File: config.mk
export PLATFORM = sky130hd
export DESIGN_NAME = debug_host
export DESIGN_NICKNAME = d
export VERILOG_FILES = /design/src/rtl/debug_proto_pkg.sv /design/src/rtl/debug_host_txseq.sv /design/src/rtl/debug_host.sv
export SDC_FILE = /design/constraint.sdc
export NUM_CORES = 1
export LEC_CHECK = 0
export CORE_MARGIN = 4
export CORE_UTILIZATION = 55
export DETAILED_ROUTE_END_ITERATION = 16
export GPL_TIMING_DRIVEN = 0
export PLACE_DENSITY = 0.81
export SYNTH_ARGS = -nofsm -noshare
export SYNTH_HDL_FRONTEND = slang
export SYNTH_SLANG_ARGS = --single-unit
export TNS_END_PERCENT = 5
File: constraint.sdc
create_clock -name clk -period 6.61 [get_ports clk]
set_input_delay 1.983 -clock clk [delete_from_list [all_inputs] [get_ports clk]]
set_output_delay 1.983 -clock clk [all_outputs]
set_load 0.005 [all_outputs]
File: src/rtl/debug_proto_pkg.sv
// Shared definitions for the UART debug protocol: command bytes, pipeline dump
// size and the host FSM state encoding. The optional SEND_CKS state only exists
// when DEBUG_HOST_CHECKSUM_EN is defined.
package debug_proto_pkg;

  localparam logic [7:0] CMD_LOAD = 8'h4C;
  localparam logic [7:0] CMD_RUN  = 8'h52;
  localparam logic [7:0] CMD_STEP = 8'h53;

  localparam int unsigned SEG_ID_EX   = 144;
  localparam int unsigned SEG_EX_MEM  = 32;
  localparam int unsigned SEG_MEM_WB  = 48;
  localparam int unsigned SEG_WB_ID   = 40;
  localparam int unsigned SEG_CONTROL = 24;
  localparam int unsigned DUMP_BITS   = SEG_ID_EX + SEG_EX_MEM + SEG_MEM_WB
                                      + SEG_WB_ID + SEG_CONTROL;
  localparam int unsigned PIPE_DUMP_BYTES = DUMP_BITS / 8;

  typedef enum logic [3:0] {
    ST_IDLE,
    ST_SEND_LCMD,
    ST_SEND_CNT,
    ST_FETCH,
    ST_SEND_W,
`ifdef DEBUG_HOST_CHECKSUM_EN
    ST_SEND_CKS,
`endif
    ST_SEND_EXEC,
    ST_WAIT_TX,
    ST_COLLECT,
    ST_DONE,
    ST_ERR
  } state_t;

endpackage

File: src/rtl/debug_host_txseq.sv
// Byte-send handshake for debug_host: registers the byte, emits a one-cycle
// start pulse, then holds the return state until the transmitter reports done.
module debug_host_txseq
  import debug_proto_pkg::*;
#(
  parameter int unsigned NB_DATA = 8
) (
  input  logic               clk,
  input  logic               i_reset,
  input  logic               i_req,
  input  logic [NB_DATA-1:0] i_byte,
  input  state_t             i_ret,
  input  logic               i_tx_done,
  output logic [NB_DATA-1:0] o_tx_data,
  output logic               o_tx_start,
  output logic               o_resume,
  output state_t             o_ret
);

  logic [NB_DATA-1:0] data_q, data_d;
  logic               start_q, start_d;
  logic               wait_q, wait_d;
  state_t             ret_q, ret_d;

  always_comb begin
    data_d   = data_q;
    start_d  = 1'b0;
    wait_d   = wait_q;
    ret_d    = ret_q;
    o_resume = wait_q & i_tx_done;
    if (o_resume) begin
      wait_d = 1'b0;
    end
    if (i_req) begin
      data_d  = i_byte;
      start_d = 1'b1;
      wait_d  = 1'b1;
      ret_d   = i_ret;
    end
  end

  always_ff @(posedge clk or posedge i_reset) begin
    if (i_reset) begin
      data_q  <= '0;
      start_q <= 1'b0;
      wait_q  <= 1'b0;
      ret_q   <= ST_IDLE;
    end else begin
      data_q  <= data_d;
      start_q <= start_d;
      wait_q  <= wait_d;
      ret_q   <= ret_d;
    end
  end

  assign o_tx_data  = data_q;
  assign o_tx_start = start_q;
  assign o_ret      = ret_q;

endmodule

File: src/rtl/debug_host.sv
// Host-side initiator for the UART debug protocol: loads a ROM image, issues
// run/step, collects the pipeline dump. Define DEBUG_HOST_CHECKSUM_EN to append
// an XOR checksum byte after the instruction words of a non-empty load.
module debug_host
  import debug_proto_pkg::*;
#(
  parameter int unsigned NB_DATA     = 8,
  parameter int unsigned NB_32       = 32,
  parameter int unsigned NB_ADDR     = 8,
  parameter int unsigned DUMP_BYTES  = PIPE_DUMP_BYTES,
  parameter int unsigned TIMEOUT_CYC = 2_000_000
) (
  input  logic               clk,
  input  logic               i_reset,
  input  logic               i_go,
  input  logic               i_step_mode,
  input  logic [NB_ADDR-1:0] i_n_instr,
  output logic [NB_ADDR-1:0] o_rom_addr,
  input  logic [NB_32-1:0]   i_rom_data,
  output logic [NB_DATA-1:0] o_tx_data,
  output logic               o_tx_start,
  input  logic               i_tx_done,
  input  logic [NB_DATA-1:0] i_rx_data,
  input  logic               i_rx_done,
  output logic               o_dump_valid,
  output logic [NB_DATA-1:0] o_dump_byte,
  output logic [5:0]         o_dump_idx,
  output logic               o_busy,
  output logic               o_done,
  output logic               o_err
);

  localparam int unsigned        TMO_W     = $clog2(TIMEOUT_CYC + 1);
  localparam logic [NB_ADDR-1:0] ADDR_ONE  = NB_ADDR'(1);
  localparam logic [5:0]         LAST_IDX  = 6'(DUMP_BYTES - 1);
  localparam logic [TMO_W-1:0]   TMO_LIMIT = TMO_W'(TIMEOUT_CYC);
`ifdef DEBUG_HOST_CHECKSUM_EN
  localparam state_t ST_AFTER_LOAD = ST_SEND_CKS;
`else
  localparam state_t ST_AFTER_LOAD = ST_SEND_EXEC;
`endif

  state_t               state_q, state_d;
  logic                 mode_q, mode_d;
  logic [NB_ADDR-1:0]   cnt_q, cnt_d;
  logic [NB_ADDR-1:0]   idx_q, idx_d;
  logic [NB_32-1:0]     shreg_q, shreg_d;
  logic [1:0]           bsel_q, bsel_d;
  logic                 fetch_ph_q, fetch_ph_d;
  logic [5:0]           rcnt_q, rcnt_d;
  logic [TMO_W-1:0]     tmo_q, tmo_d;
  logic                 err_q, err_d;
  logic                 dv_q, dv_d;
  logic [NB_DATA-1:0]   db_q, db_d;
  logic [5:0]           di_q, di_d;
`ifdef DEBUG_HOST_CHECKSUM_EN
  logic [NB_DATA-1:0]   cks_q, cks_d;
`endif

  logic                 req;
  logic [NB_DATA-1:0]   req_byte;
  state_t               req_ret;
  logic                 tx_resume;
  state_t               tx_ret;

  debug_host_txseq #(
    .NB_DATA (NB_DATA)
  ) u_txseq (
    .clk        (clk),
    .i_reset    (i_reset),
    .i_req      (req),
    .i_byte     (req_byte),
    .i_ret      (req_ret),
    .i_tx_done  (i_tx_done),
    .o_tx_data  (o_tx_data),
    .o_tx_start (o_tx_start),
    .o_resume   (tx_resume),
    .o_ret      (tx_ret)
  );

  always_comb begin
    state_d    = state_q;
    mode_d     = mode_q;
    cnt_d      = cnt_q;
    idx_d      = idx_q;
    shreg_d    = shreg_q;
    bsel_d     = bsel_q;
    fetch_ph_d = fetch_ph_q;
    rcnt_d     = rcnt_q;
    err_d      = err_q;
    dv_d       = 1'b0;
    db_d       = db_q;
    di_d       = di_q;
`ifdef DEBUG_HOST_CHECKSUM_EN
    cks_d      = cks_q;
`endif
    req        = 1'b0;
    req_byte   = '0;
    req_ret    = ST_IDLE;
    // The idle counter only runs inside COLLECT, so entry there starts it at 0.
    tmo_d      = (state_q == ST_COLLECT && !i_rx_done) ? tmo_q + 1'b1 : '0;

    case (state_q)
      ST_IDLE: begin
        if (i_go) begin
          mode_d     = i_step_mode;
          cnt_d      = i_n_instr;
          idx_d      = '0;
          bsel_d     = '0;
          fetch_ph_d = 1'b0;
          rcnt_d     = '0;
          err_d      = 1'b0;
`ifdef DEBUG_HOST_CHECKSUM_EN
          cks_d      = '0;
`endif
          state_d    = (i_n_instr != '0) ? ST_SEND_LCMD : ST_SEND_EXEC;
        end
      end
      ST_SEND_LCMD: begin
        req      = 1'b1;
        req_byte = NB_DATA'(CMD_LOAD);
        req_ret  = ST_SEND_CNT;
        state_d  = ST_WAIT_TX;
      end
      ST_SEND_CNT: begin
        req      = 1'b1;
        req_byte = NB_DATA'(cnt_q);
        req_ret  = ST_FETCH;
        state_d  = ST_WAIT_TX;
      end
      ST_FETCH: begin
        // First cycle presents the address; the ROM word is valid on the second.
        if (!fetch_ph_q) begin
          fetch_ph_d = 1'b1;
        end else begin
          fetch_ph_d = 1'b0;
          shreg_d    = i_rom_data;
          bsel_d     = '0;
          state_d    = ST_SEND_W;
        end
      end
      ST_SEND_W: begin
        req      = 1'b1;
        req_byte = shreg_q[NB_32-1 -: NB_DATA];
        shreg_d  = shreg_q << NB_DATA;
        bsel_d   = bsel_q + 1'b1;
`ifdef DEBUG_HOST_CHECKSUM_EN
        cks_d    = cks_q ^ shreg_q[NB_32-1 -: NB_DATA];
`endif
        if (bsel_q == 2'd3) begin
          if (idx_q == cnt_q - ADDR_ONE) begin
            req_ret = ST_AFTER_LOAD;
          end else begin
            idx_d   = idx_q + ADDR_ONE;
            req_ret = ST_FETCH;
          end
        end else begin
          req_ret = ST_SEND_W;
        end
        state_d  = ST_WAIT_TX;
      end
`ifdef DEBUG_HOST_CHECKSUM_EN
      ST_SEND_CKS: begin
        req      = 1'b1;
        req_byte = cks_q;
        req_ret  = ST_SEND_EXEC;
        state_d  = ST_WAIT_TX;
      end
`endif
      ST_SEND_EXEC: begin
        req      = 1'b1;
        req_byte = mode_q ? NB_DATA'(CMD_STEP) : NB_DATA'(CMD_RUN);
        req_ret  = ST_COLLECT;
        rcnt_d   = '0;
        state_d  = ST_WAIT_TX;
      end
      ST_WAIT_TX: begin
        if (tx_resume) begin
          state_d = tx_ret;
        end
      end
      ST_COLLECT: begin
        if (i_rx_done) begin
          dv_d   = 1'b1;
          db_d   = i_rx_data;
          di_d   = rcnt_q;
          rcnt_d = rcnt_q + 1'b1;
          if (rcnt_q == LAST_IDX) begin
            state_d = ST_DONE;
          end
        end else if (tmo_q + 1'b1 == TMO_LIMIT) begin
          err_d   = 1'b1;
          state_d = ST_ERR;
        end
      end
      ST_DONE: state_d = ST_IDLE;
      ST_ERR:  state_d = ST_IDLE;
      default: state_d = ST_IDLE;
    endcase

    if (i_rx_done && state_q != ST_COLLECT) begin
      err_d = 1'b1;
    end
  end

  always_ff @(posedge clk or posedge i_reset) begin
    if (i_reset) begin
      state_q    <= ST_IDLE;
      mode_q     <= 1'b0;
      cnt_q      <= '0;
      idx_q      <= '0;
      shreg_q    <= '0;
      bsel_q     <= '0;
      fetch_ph_q <= 1'b0;
      rcnt_q     <= '0;
      tmo_q      <= '0;
      err_q      <= 1'b0;
      dv_q       <= 1'b0;
      db_q       <= '0;
      di_q       <= '0;
`ifdef DEBUG_HOST_CHECKSUM_EN
      cks_q      <= '0;
`endif
    end else begin
      state_q    <= state_d;
      mode_q     <= mode_d;
      cnt_q      <= cnt_d;
      idx_q      <= idx_d;
      shreg_q    <= shreg_d;
      bsel_q     <= bsel_d;
      fetch_ph_q <= fetch_ph_d;
      rcnt_q     <= rcnt_d;
      tmo_q      <= tmo_d;
      err_q      <= err_d;
      dv_q       <= dv_d;
      db_q       <= db_d;
      di_q       <= di_d;
`ifdef DEBUG_HOST_CHECKSUM_EN
      cks_q      <= cks_d;
`endif
    end
  end

  assign o_rom_addr   = idx_q;
  assign o_dump_valid = dv_q;
  assign o_dump_byte  = db_q;
  assign o_dump_idx   = di_q;
  assign o_busy       = (state_q != ST_IDLE);
  assign o_done       = (state_q == ST_DONE);
  assign o_err        = err_q;

endmodule

Yosys cells after proc, flatten, opt, wreduce, memory -nomap -nowiden:

Cells that the tools add are included.

* output and inout port bits: 35
* logic and storage cells: 109
* flip-flop bits (word level): 113

* add/subtract/negate cells: 5
* bitwise operators: 1
* reduce and logical (&&, ||, !) cells: 23
* muxes and demuxes: 39
* equality and inequality tests: 24

Operators by type and width (number)
* $pmux 32 s2: 1
* $mux 32: 1
* $pmux 8 s4: 1
* $mux 4: 7
* $mux 8: 3
* $add 21x1->21 const B: 1
* $eq 21x21->1 const B: 1
* $mux 21: 1
* $pmux 4 s5: 1
* $pmux 6 s3: 1
* $eq 4x3->1 const B: 4
* $pmux 4 s4: 1
* $pmux 8 s2: 1
* $mux 1: 12
* $mux 6: 2
* $ne 2x2->1 const B: 6
* $ne 3x2->1 const B: 3
* $reduce_bool 3->1: 3
* $add 8x1->8 const B: 1
* $eq 4x2->1 const B: 2
* $eq 8x8->1: 1
* $reduce_and 2->1: 4
* $reduce_and 4->1: 2
* $reduce_bool 2->1: 4
* other kinds (23): 28

Longest topological paths before layout:

Gate-level depths: netlist (run 1).

* depth after elaboration: 6
* depth in mapped cells: 10

Modules after synthesis:

From an unflattened synthesis (run 1), not the netlist that was laid out.

* cells, all modules: 647
* area total of the unflattened synthesis: 5820.6 um^2

Modules (own cells, without submodules)
* debug_host: area each 5267.6 um^2, cells each 616, times used 1
* debug_host_txseq: area each 553.0 um^2, cells each 31, times used 1

Least setup slack after synthesis (run 1):

No wires, ideal clock.

* path type: reg2out
* start point: reg state_q[0]
* end point: out o_done
* stages on the path, launching flop included: 5
* buffers on the path: 2
* data arrival time: 1.205 ns
* path slack: 3.422 ns
* path through: dfrtp_1 > clkbuf_1 > buf_1 > nor3_1 > and2_1

* cells in the longest elaborated chain, start to end: 1

Ends and longest elaborated chain
* start: declaration: line debug_host.sv:43 `state_t state_q, state_d;`
* start signal: assignment: line debug_host.sv:225 `state_q <= state_d;`
* $eq 4x4->1: line debug_host.sv:249 `assign o_done = (state_q == ST_DONE);`
* end: declaration: line debug_host.sv:29 `output logic o_done,`

Every way passes these cells.

Worst setup path in the final report (run 1):

Same ends and word-level chain as after synthesis.

==> results of run 1 <==
## logic make-up (layout without fill, tap and decap cells)
group	count (synthesis)	count (layout)	synth area share
xor+xnor	32	32	0.04934
compound gates	109	109	0.1286
simple gates	291	291	0.2438
flops	112	112	0.4934
mux	21	21	0.03987
buf+inv	44	149	0.03392
fa+ha+maj	5	5	0.01101
## area by class of cell
type,instances,area share
Clock inverter,6,0.01061
Timing Repair Buffer,89,0.1305
Sequential cell,112,0.4027
Tap cell,133,0.02391
Buffer,31,0.02068
Clock buffer,10,0.01834
Multi-Input combinational cell,458,0.3858
Inverter,13,0.007371
## sequential cells by signal, indices dropped and copies added, names as in the netlist, 2 cells and up
register           flops
bsel_q                 2
cnt_q                  8
o_dump_byte            8
o_dump_idx             6
o_rom_addr             8
rcnt_q                 6
shreg_q               32
state_q                4
tmo_q                 21
u_txseq.o_ret          3
u_txseq.o_tx_data      8
## placed cells by master, fill, tap and decap left out, types with 4 or more instances in the layout
master,netlist,layout
sky130_fd_sc_hd__o22ai_1,24,24
sky130_fd_sc_hd__dfrtp_1,112,112
sky130_fd_sc_hd__ha_1,5,5
sky130_fd_sc_hd__and3_1,9,9
sky130_fd_sc_hd__nand2b_1,16,16
sky130_fd_sc_hd__nand2_1,89,89
sky130_fd_sc_hd__nor4_1,7,7
sky130_fd_sc_hd__mux2_2,13,13
sky130_fd_sc_hd__nor3_1,10,10
sky130_fd_sc_hd__clkbuf_8,1,10
sky130_fd_sc_hd__nand3_1,25,25
sky130_fd_sc_hd__nand4_1,12,12
sky130_fd_sc_hd__inv_1,13,12
sky130_fd_sc_hd__o21ai_0,20,20
sky130_fd_sc_hd__mux2i_1,8,8
sky130_fd_sc_hd__xor2_1,21,21
sky130_fd_sc_hd__xnor2_1,11,11
sky130_fd_sc_hd__nor2_1,100,100
sky130_fd_sc_hd__clkdlybuf4s50_1,0,88
sky130_fd_sc_hd__and2_1,6,6
sky130_fd_sc_hd__a21oi_1,18,18
sky130_fd_sc_hd__clkbuf_1,23,24
sky130_fd_sc_hd__nor2b_1,4,4
sky130_fd_sc_hd__o21bai_1,4,4
sky130_fd_sc_hd__a31oi_1,5,5
sky130_fd_sc_hd__a211oi_1,6,6
## metal layers
metal | routed length [um] | global-route usage | part of all wire
met1 | 5946 | 0.3123 | 0.43
met2 | 6963 | 0.4228 | 0.50
met3 | 807 | 0.06048 | 0.058
met4 | 254 | 0.06500 | 0.018
met5 | 0 | 0 | 0
## report_power, final
| group | switching [W] | total (W) | internal (W) |
|---|---|---|---|
| registers | 0.000162 | 0.00106 | 0.000896 |
| clock network | 0.000244 | 0.000425 | 0.000181 |
| logic | 0.000552 | 0.00100 | 0.000452 |
| total | 0.000959 | 0.00249 | 0.00153 |
## Yosys cell counts (10+ instances only)
cell type / n / area, um2
sky130_fd_sc_hd__dfrtp_1: 112 / 2803
sky130_fd_sc_hd__nor2_1: 100 / 375.4
sky130_fd_sc_hd__nand2_1: 89 / 334.1
sky130_fd_sc_hd__nand3_1: 25 / 125.1
sky130_fd_sc_hd__o22ai_1: 24 / 150.1
sky130_fd_sc_hd__clkbuf_1: 23 / 86.33
sky130_fd_sc_hd__xor2_1: 21 / 183.9
sky130_fd_sc_hd__o21ai_0: 20 / 100.1
sky130_fd_sc_hd__a21oi_1: 18 / 90.09
sky130_fd_sc_hd__nand2b_1: 16 / 100.1
sky130_fd_sc_hd__inv_1: 13 / 48.80
sky130_fd_sc_hd__mux2_2: 13 / 146.4
sky130_fd_sc_hd__nand4_1: 12 / 75.07
sky130_fd_sc_hd__xnor2_1: 11 / 96.34
sky130_fd_sc_hd__nor3_1: 10 / 50.05
## worst max path at each step
stage / depth (start not counted) / end / start
after floorplan: 1 / bsel_q[0] / i_reset
after detailed placement: 6 / rcnt_q[5] / i_go
after global placement: 2 / cnt_q[7] / i_reset
final: 5 / o_done / state_q[0]
after CTS: 5 / o_done / state_q[1]
after global routing: 5 / o_done / state_q[1]
## critical path: stages, from the launching register on
cell,delay (ns)
sky130_fd_sc_hd__dfrtp_1,0.40
sky130_fd_sc_hd__clkbuf_1,0.23
sky130_fd_sc_hd__buf_1,0.29
sky130_fd_sc_hd__nor3_1,0.36
sky130_fd_sc_hd__and2_1,0.20
sky130_fd_sc_hd__clkdlybuf4s50_1,0.51
## stage by stage
step                total power, W  area [um2]
floorplan                 0.001678        5680
global placement          0.002009        6728
detailed placement        0.002062        6758
CTS                       0.002488        6959
global route              0.002664        6959
finish                    0.002488        6959
==> results.toml, run 1 <==
[timing]
setup_violations = 0
worst_slew_pin_slew_ns = 0.6975
grt_setup_unrepaired = "false"
worst_clock_skew_ns = 0.01427
tns_ns = 0
timing.max_slew.rel_slack = 0.5340
timing.hold.ws_ns = 0.5038
postLayoutSetupSlackWorst_ns = 2.256
fmax_ghz = 0.2297
timing.final.crit_share = 0.6587
finalMaxSlewViolations = 0
finalHoldViolCount = 0
timing.final.crit_period_ns = 4.354

[final_layout]
fillCellCount = 756
multiInputGateArea_mm2 = 0.002685
area_growth_syn_to_layout_pct = 22.51
design.final.nets = 773
final_core_utilization = 0.7023
final-seq-area_mm2 = 0.002803
antenna_cells = 0
share_of_final_layout_standard_cells_stronger_than_drive_strength_1 = 0.07371
post_layout_nonfiller_instances = 852

[critical_path]
worstReg2RegEnd = "o_rom_addr[1]"
regToRegStartpoint = "cnt_q[0]"
r2r_setup_slack_ns = 3.92
critPathLaunchType = "flip-flop"
cp_data_arrival_time_ns = 2.37
cp.required_ns = 4.63
crit_fanout = 10
worst-setup-path-type = "reg2out"
timing.reg2reg.worst_path_depth = 10
worst_setup_path_end_kind = "output port"

[routing]
drt_iter0_markers = 399
route.detailed.wl_per_inst_um = 16.40
via_per_inst = 5.830
drt.antenna.violating_nets = 0
drc = 0
dr_total_vias = 4967
drt_pass1_iterations = 5
drt_wl_total_um = 13970

[global_route]
global_route.overflow_total = 0
grt_antenna_before_repair = 0
grt_use_total = 0.2463
grt_pass1_vias = 4991
grt_pass1_wl_um = 23180
grt_start_max_net_pins = 66

[placement]
gpl.final_weighted_congestion = 0.9108
placement.io_buffers = 88
hpwl_um = 10260
preCtsSetupSlack_ns = 2.586
dp_cells = 836

[clocking]
number_of_setup_buffers_added_after_cts = 0
numClockSinks = 112
cts.hold.buffers_added = 0
clk_pin_slew_ns = 0.11
postCtsResizedCells = 0
cts_tree = "built"
tritoncts_buffers = 9
h_tree_level_count = 3
cts-root-buf = "sky130_fd_sc_hd__clkbuf_8"
clock_latency_on_the_worst_skew_pair_ns = 0.39
max-clock-path-buffers = 2

[min_path]
hold_class = "reg2reg"
min_delay_path_depth = 2
min_to = "u_txseq.o_tx_data[7]"
hold_path.startpoint = "u_txseq.o_tx_data[7]"

[floorplan]
core_area_mm2 = 0.009910
die-height_um = 109.6
num_io_pins = 89
starting_density_of_the_core = 0.5732
std_cell_rows = 36
chipWidth_um = 109.6
floorplan.die_area_mm2 = 0.01202

[run_status]
status = "completed"

[synth]
synth_seq_cells = 112
syn_nets = 673
synth.distinct_cells = 59
avgSynthCellArea_um2 = 9.252
synth_warnings = 0
mappedNetlistArea_mm2 = 0.005680
synth_seq_area_share = 0.4934
syn_inst = 614
synth-main-ff-cell = "sky130_fd_sc_hd__dfrtp_1"
synth-edff-count = 0
postSynth.asyncResetShare = 1.000

[pwr]
power_density_cells_mw_per_mm2 = 357.6
vdd.ir_drop.worst_mv = 0.3359
p_leak_nw = 3.071

[flow_run]
number_of_maximum_capacitance_violations = 0
No activity file was read; power rests on OpenSTA's default activity.
==> run 2, diff against run 1 <==
- CORE_UTILIZATION: 55 -> 49
- PLACE_DENSITY: 0.81 -> 0.77
- clock period: 6.61 -> 3.9 ns (I/O delays scaled with it)
==> results.toml, run 2 (synthesized netlist as in run 1, its figures left out) <==
[flow_run]
number_of_maximum_capacitance_violations = 0

[timing]
setup_violations = 0
worst_slew_pin_slew_ns = 0.6912
tns_ns = 0
grt_setup_unrepaired = "false"
worst_clock_skew_ns = 0.005866
timing.final.crit_period_ns = 3.494
fmax_ghz = 0.2862
postLayoutSetupSlackWorst_ns = 0.4061
finalMaxSlewViolations = 0
finalHoldViolCount = 0
timing.max_slew.rel_slack = 0.5382
timing.final.crit_share = 0.8959

[routing]
drt_wl_total_um = 13870
drt_pass1_iterations = 5
drc = 0
dr_total_vias = 4900
drt.antenna.violating_nets = 0
drt_iter0_markers = 349
route.detailed.wl_per_inst_um = 16.05
via_per_inst = 5.671

[final_layout]
area_growth_syn_to_layout_pct = 25.13
antenna_cells = 0
design.final.nets = 775
largest_register_ff_count = 32
biggestRegsByFlops = "shreg_q: 32 flops, tmo_q: 21 flops"
post_layout_nonfiller_instances = 864
finalInstanceArea_mm2 = 0.007108
final_core_utilization = 0.6252
fillCellCount = 919
most_flops_register = "shreg_q"
most-common-layout-cells = "sky130_fd_sc_hd__dfrtp_1 (112), sky130_fd_sc_hd__nor2_1 (100), sky130_fd_sc_hd__nand2_1 (89), sky130_fd_sc_hd__clkdlybuf4s50_1 (88), sky130_fd_sc_hd__nand3_1 (25)"
share_of_final_layout_standard_cells_stronger_than_drive_strength_1 = 0.07628
final_common_cell = "sky130_fd_sc_hd__dfrtp_1"

[floorplan]
std_cell_rows = 39
num_io_pins = 89
chipWidth_um = 115.7
starting_density_of_the_core = 0.4996
core_area_mm2 = 0.01137
floorplan.die_area_mm2 = 0.01338
die-height_um = 115.7

[global_route]
grt_pass1_vias = 4749
global_route.overflow_total = 0
grt_use_total = 0.2170
grt_start_max_net_pins = 35
grt_antenna_before_repair = 0
grt_pass1_wl_um = 23230

[critical_path]
crit_slowest_cell = "sky130_fd_sc_hd__clkdlybuf4s50_1"
worstReg2RegEnd = "o_rom_addr[1]"
crit_path_cell_trace = "clkbuf_1 -> buf_1 -> nor3_1 -> and2_1 -> clkdlybuf4s50_1"
critPathTopFamily = "buffers and inverters"
timing.reg2reg.worst_path_depth = 10
critPathLaunchType = "flip-flop"
cp.required_ns = 2.73
cp_data_arrival_time_ns = 2.32
critical-path-max-stage-delay_ns = 0.50
worst_setup_path_end_kind = "output port"
crit_fanout = 10
worst-setup-path-type = "reg2out"
worst_setup_path_startpoint = "state_q[0]"
r2r_setup_slack_ns = 1.22
path_buf_inv = 3
regToRegStartpoint = "cnt_q[0]"

[min_path]
hold_class = "reg2reg"
hold_path.startpoint = "o_dump_idx[1]"
min_delay_path_depth = 2
min_to = "o_dump_idx[1]"

[placement]
preCtsSetupSlack_ns = 0.6175
gpl.final_weighted_congestion = 0.8985
placed_cell_area_mm2 = 0.006804
dp_cells = 848
hpwl_um = 10190
placement.io_buffers = 88

[clocking]
h_tree_level_count = 3
cts-root-buf = "sky130_fd_sc_hd__clkbuf_16"
cts.hold.buffers_added = 0
numClockSinks = 112
clock_latency_on_the_worst_skew_pair_ns = 0.35
postCtsResizedCells = 0
cts_tree = "built"
tritoncts_buffers = 9
clk_pin_slew_ns = 0.07
max-clock-path-buffers = 2
number_of_setup_buffers_added_after_cts = 0

[pwr]
p_leak_nw = 3.131
vdd.ir_drop.worst_mv = 0.4439
power_density_cells_mw_per_mm2 = 626.1

[run_status]
status = "completed"
[run 2: cell types whose count changed in the layout (fill, tap and decap cells not counted), moves of 2 or more]
cell,delta
sky130_fd_sc_hd__clkbuf_16,+9
sky130_fd_sc_hd__clkinv_4,-2
sky130_fd_sc_hd__clkbuf_8,-8
sky130_fd_sc_hd__buf_12,+3
[run 2: worst max-delay path by stage]
stage / cells after the start / endpoint
6_report: 5 / o_done
2_1_floorplan: 1 / bsel_q[0]
3_3_place_gp: 2 / shreg_q[1]
3_5_place_dp: 6 / rcnt_q[5]
5_1_grt: 5 / o_done
4_1_cts: 5 / o_done
[run 2: layer usage]
layer | up-vias | share of wire | track usage
met5 | - | 0 | 0
met2 | 139 | 0.49 | 0.3596
met1 | 2398 | 0.44 | 0.2860
met3 | 27 | 0.040 | 0.03708
met4 | 0 | 0.023 | 0.08585
li1 | 2336 | - | -
[run 2: final cells by class]
type,instances,area (um2),area share
timing repair buffer,91,940.9,0.1324
clock buffer,11,242.7,0.03415
multi-input combinational,458,2685,0.3778
clock inverter,5,61.31,0.008625
buffer,31,143.9,0.02024
tap,143,178.9,0.02517
inverter,13,52.55,0.007393
sequential,112,2803,0.3943
[run 2: worst register-to-register path, delay by kind of cell (launching register included)]
kind            cells  cell delay, ns
compound gates      4            0.82
simple gates        3            0.80
flops               1            0.36
fa+ha+maj           1            0.30
buf+inv             2            0.29
[run 2: power by group]
part           switching, W  total (W)  internal [W]
registers          0.000269    0.00179       0.00152
clock network      0.000436   0.000959      0.000523
logic              0.000932    0.00170      0.000770
[run 2: stage by stage]
stage                     total power (W)  hold WS (ns)
after floorplan                  0.002845        0.4455
after global placement           0.003413        0.4635
after detailed placement         0.003490        0.4683
after global routing             0.004765        0.5188
final                            0.004450        0.4907
after CTS                        0.004461        0.4945
==> run 3, diff against run 2 <==
- CORE_UTILIZATION: 49 -> 50
- CTS_BUF_LIST: unset -> sky130_fd_sc_hd__clkbuf_2 sky130_fd_sc_hd__clkbuf_4 sky130_fd_sc_hd__clkbuf_8
- PLACE_DENSITY: 0.77 -> 0.78
==> results.toml, run 3 (synthesized netlist as in run 1, its figures left out) <==
[timing]
grt_setup_unrepaired = "false"
setup_violations = 0
postLayoutSetupSlackWorst_ns = 0.3144
timing.final.crit_period_ns = 3.586
timing.max_slew.rel_slack = 0.3932
tns_ns = 0
fmax_ghz = 0.2789
timing.final.crit_share = 0.9194
finalHoldViolCount = 0
worst_clock_skew_ns = 0.01598
worst_slew_pin_slew_ns = 0.9083
finalMaxSlewViolations = 0

[clocking]
cts.hold.buffers_added = 0
postCtsResizedCells = 0
cts_tree = "built"
number_of_setup_buffers_added_after_cts = 0
tritoncts_buffers = 9
h_tree_level_count = 3
cts-root-buf = "sky130_fd_sc_hd__clkbuf_8"
clock_latency_on_the_worst_skew_pair_ns = 0.39
numClockSinks = 112
clk_pin_slew_ns = 0.11
max-clock-path-buffers = 2

[routing]
drt_wl_total_um = 14120
drt_pass1_iterations = 5
dr_total_vias = 4870
drc = 0
via_per_inst = 5.669
drt.antenna.violating_nets = 0
route.detailed.wl_per_inst_um = 16.44
drt_iter0_markers = 272

[global_route]
grt_antenna_before_repair = 0
grt_pass1_vias = 4847
grt_use_total = 0.2243
grt_start_max_net_pins = 44
global_route.overflow_total = 0
grt_pass1_wl_um = 23340

[critical_path]
cp_data_arrival_time_ns = 2.42
cp.required_ns = 2.73
worst-setup-path-type = "reg2out"
crit_fanout = 10
worst_setup_path_end_kind = "output port"
critPathLaunchType = "flip-flop"

[pwr]
vdd.ir_drop.worst_mv = 0.3835
power_density_cells_mw_per_mm2 = 602.3
p_leak_nw = 3.068

[final_layout]
antenna_cells = 0
share_of_final_layout_standard_cells_stronger_than_drive_strength_1 = 0.07510
area_growth_syn_to_layout_pct = 22.80
most-common-layout-cells = "sky130_fd_sc_hd__dfrtp_1 (112), sky130_fd_sc_hd__nor2_1 (100), sky130_fd_sc_hd__nand2_1 (89), sky130_fd_sc_hd__clkdlybuf4s50_1 (88), sky130_fd_sc_hd__nand3_1 (25)"
design.final.nets = 774
biggestRegsByFlops = "shreg_q: 32 flops, tmo_q: 21 flops"
largest_register_ff_count = 32
final_core_utilization = 0.6351
most_flops_register = "shreg_q"
final_common_cell = "sky130_fd_sc_hd__dfrtp_1"

[placement]
preCtsSetupSlack_ns = 0.4927
hpwl_um = 10690
placement.io_buffers = 88
gpl.final_weighted_congestion = 0.9542

[floorplan]
chipWidth_um = 114.6
floorplan.die_area_mm2 = 0.01313
die-height_um = 114.6
std_cell_rows = 38
core_area_mm2 = 0.01098
starting_density_of_the_core = 0.5172
num_io_pins = 89

[flow_run]
number_of_maximum_capacitance_violations = 0

[run_status]
status = "completed"

[min_path]
hold_class = "reg2reg"
==> run 3: through the flow <==
| stage | area, um2 | hold WS (ns) | instances | power, W |
|---|---|---|---|---|
| 4_1_cts | 6975 | 0.4984 | 859 | 0.004219 |
| 3_3_place_gp | 6740 | 0.4734 | 842 | 0.003414 |
| 3_5_place_dp | 6780 | 0.4772 | 844 | 0.003508 |
| 5_1_grt | 6975 | 0.5261 | 859 | 0.004513 |
| 6_report | 6975 | 0.4894 | 859 | 0.004201 |
| 2_1_floorplan | 5684 | 0.4455 | 614 | 0.002845 |
==> run 3: path summary, 6_finish.rpt <==
path / depth (start not counted) / start / slack, ns / endpoint
setup reg to reg: 10 / cnt_q[0] / 1.19 / o_rom_addr[1]
hold reg to reg: 2 / u_txseq.o_tx_data[6] / 0.49 / u_txseq.o_tx_data[6]
min in group asynchronous: 2 / i_reset / 1.31 / shreg_q[1]
hold / removal: 2 / u_txseq.o_tx_data[6] / 0.49 / u_txseq.o_tx_data[6]
setup / recovery: 5 / state_q[0] / 0.31 / o_done
max in group asynchronous: 3 / i_reset / 1.90 / o_rom_addr[2]
==> run 3: final cells by class <==
type | instances | area (um2)
Fill cell | 960 | 4008
Sequential cell | 112 | 2803
Multi-Input combinational cell | 458 | 2685
Timing Repair Buffer | 90 | 920.9
Tap cell | 140 | 175.2
Buffer | 31 | 143.9
Clock buffer | 10 | 131.4
Clock inverter | 5 | 63.81
Inverter | 13 | 52.55
==> run 3: critical path, stage by stage (launching register included) <==
cell and delay, ns:
sky130_fd_sc_hd__dfrtp_1 0.41, sky130_fd_sc_hd__clkbuf_1 0.22, sky130_fd_sc_hd__buf_1 0.29, sky130_fd_sc_hd__nor3_1 0.41, sky130_fd_sc_hd__and2_1 0.19, sky130_fd_sc_hd__clkdlybuf4s50_1 0.50
==> run 3: layer usage <==
metal / share of wire / global-route usage / wire length [um]
met4: 0.019 / 0.07205 / 267
met5: 0 / 0 / 0
met1: 0.43 / 0.2876 / 6023
met2: 0.48 / 0.3640 / 6747
met3: 0.077 / 0.06871 / 1081
==> run 3: report_power, final <==
group	internal [W]	switching, W
registers	0.00152	0.000274
logic	0.000768	0.000939
clock network	0.000308	0.000393
total	0.00259	0.00161
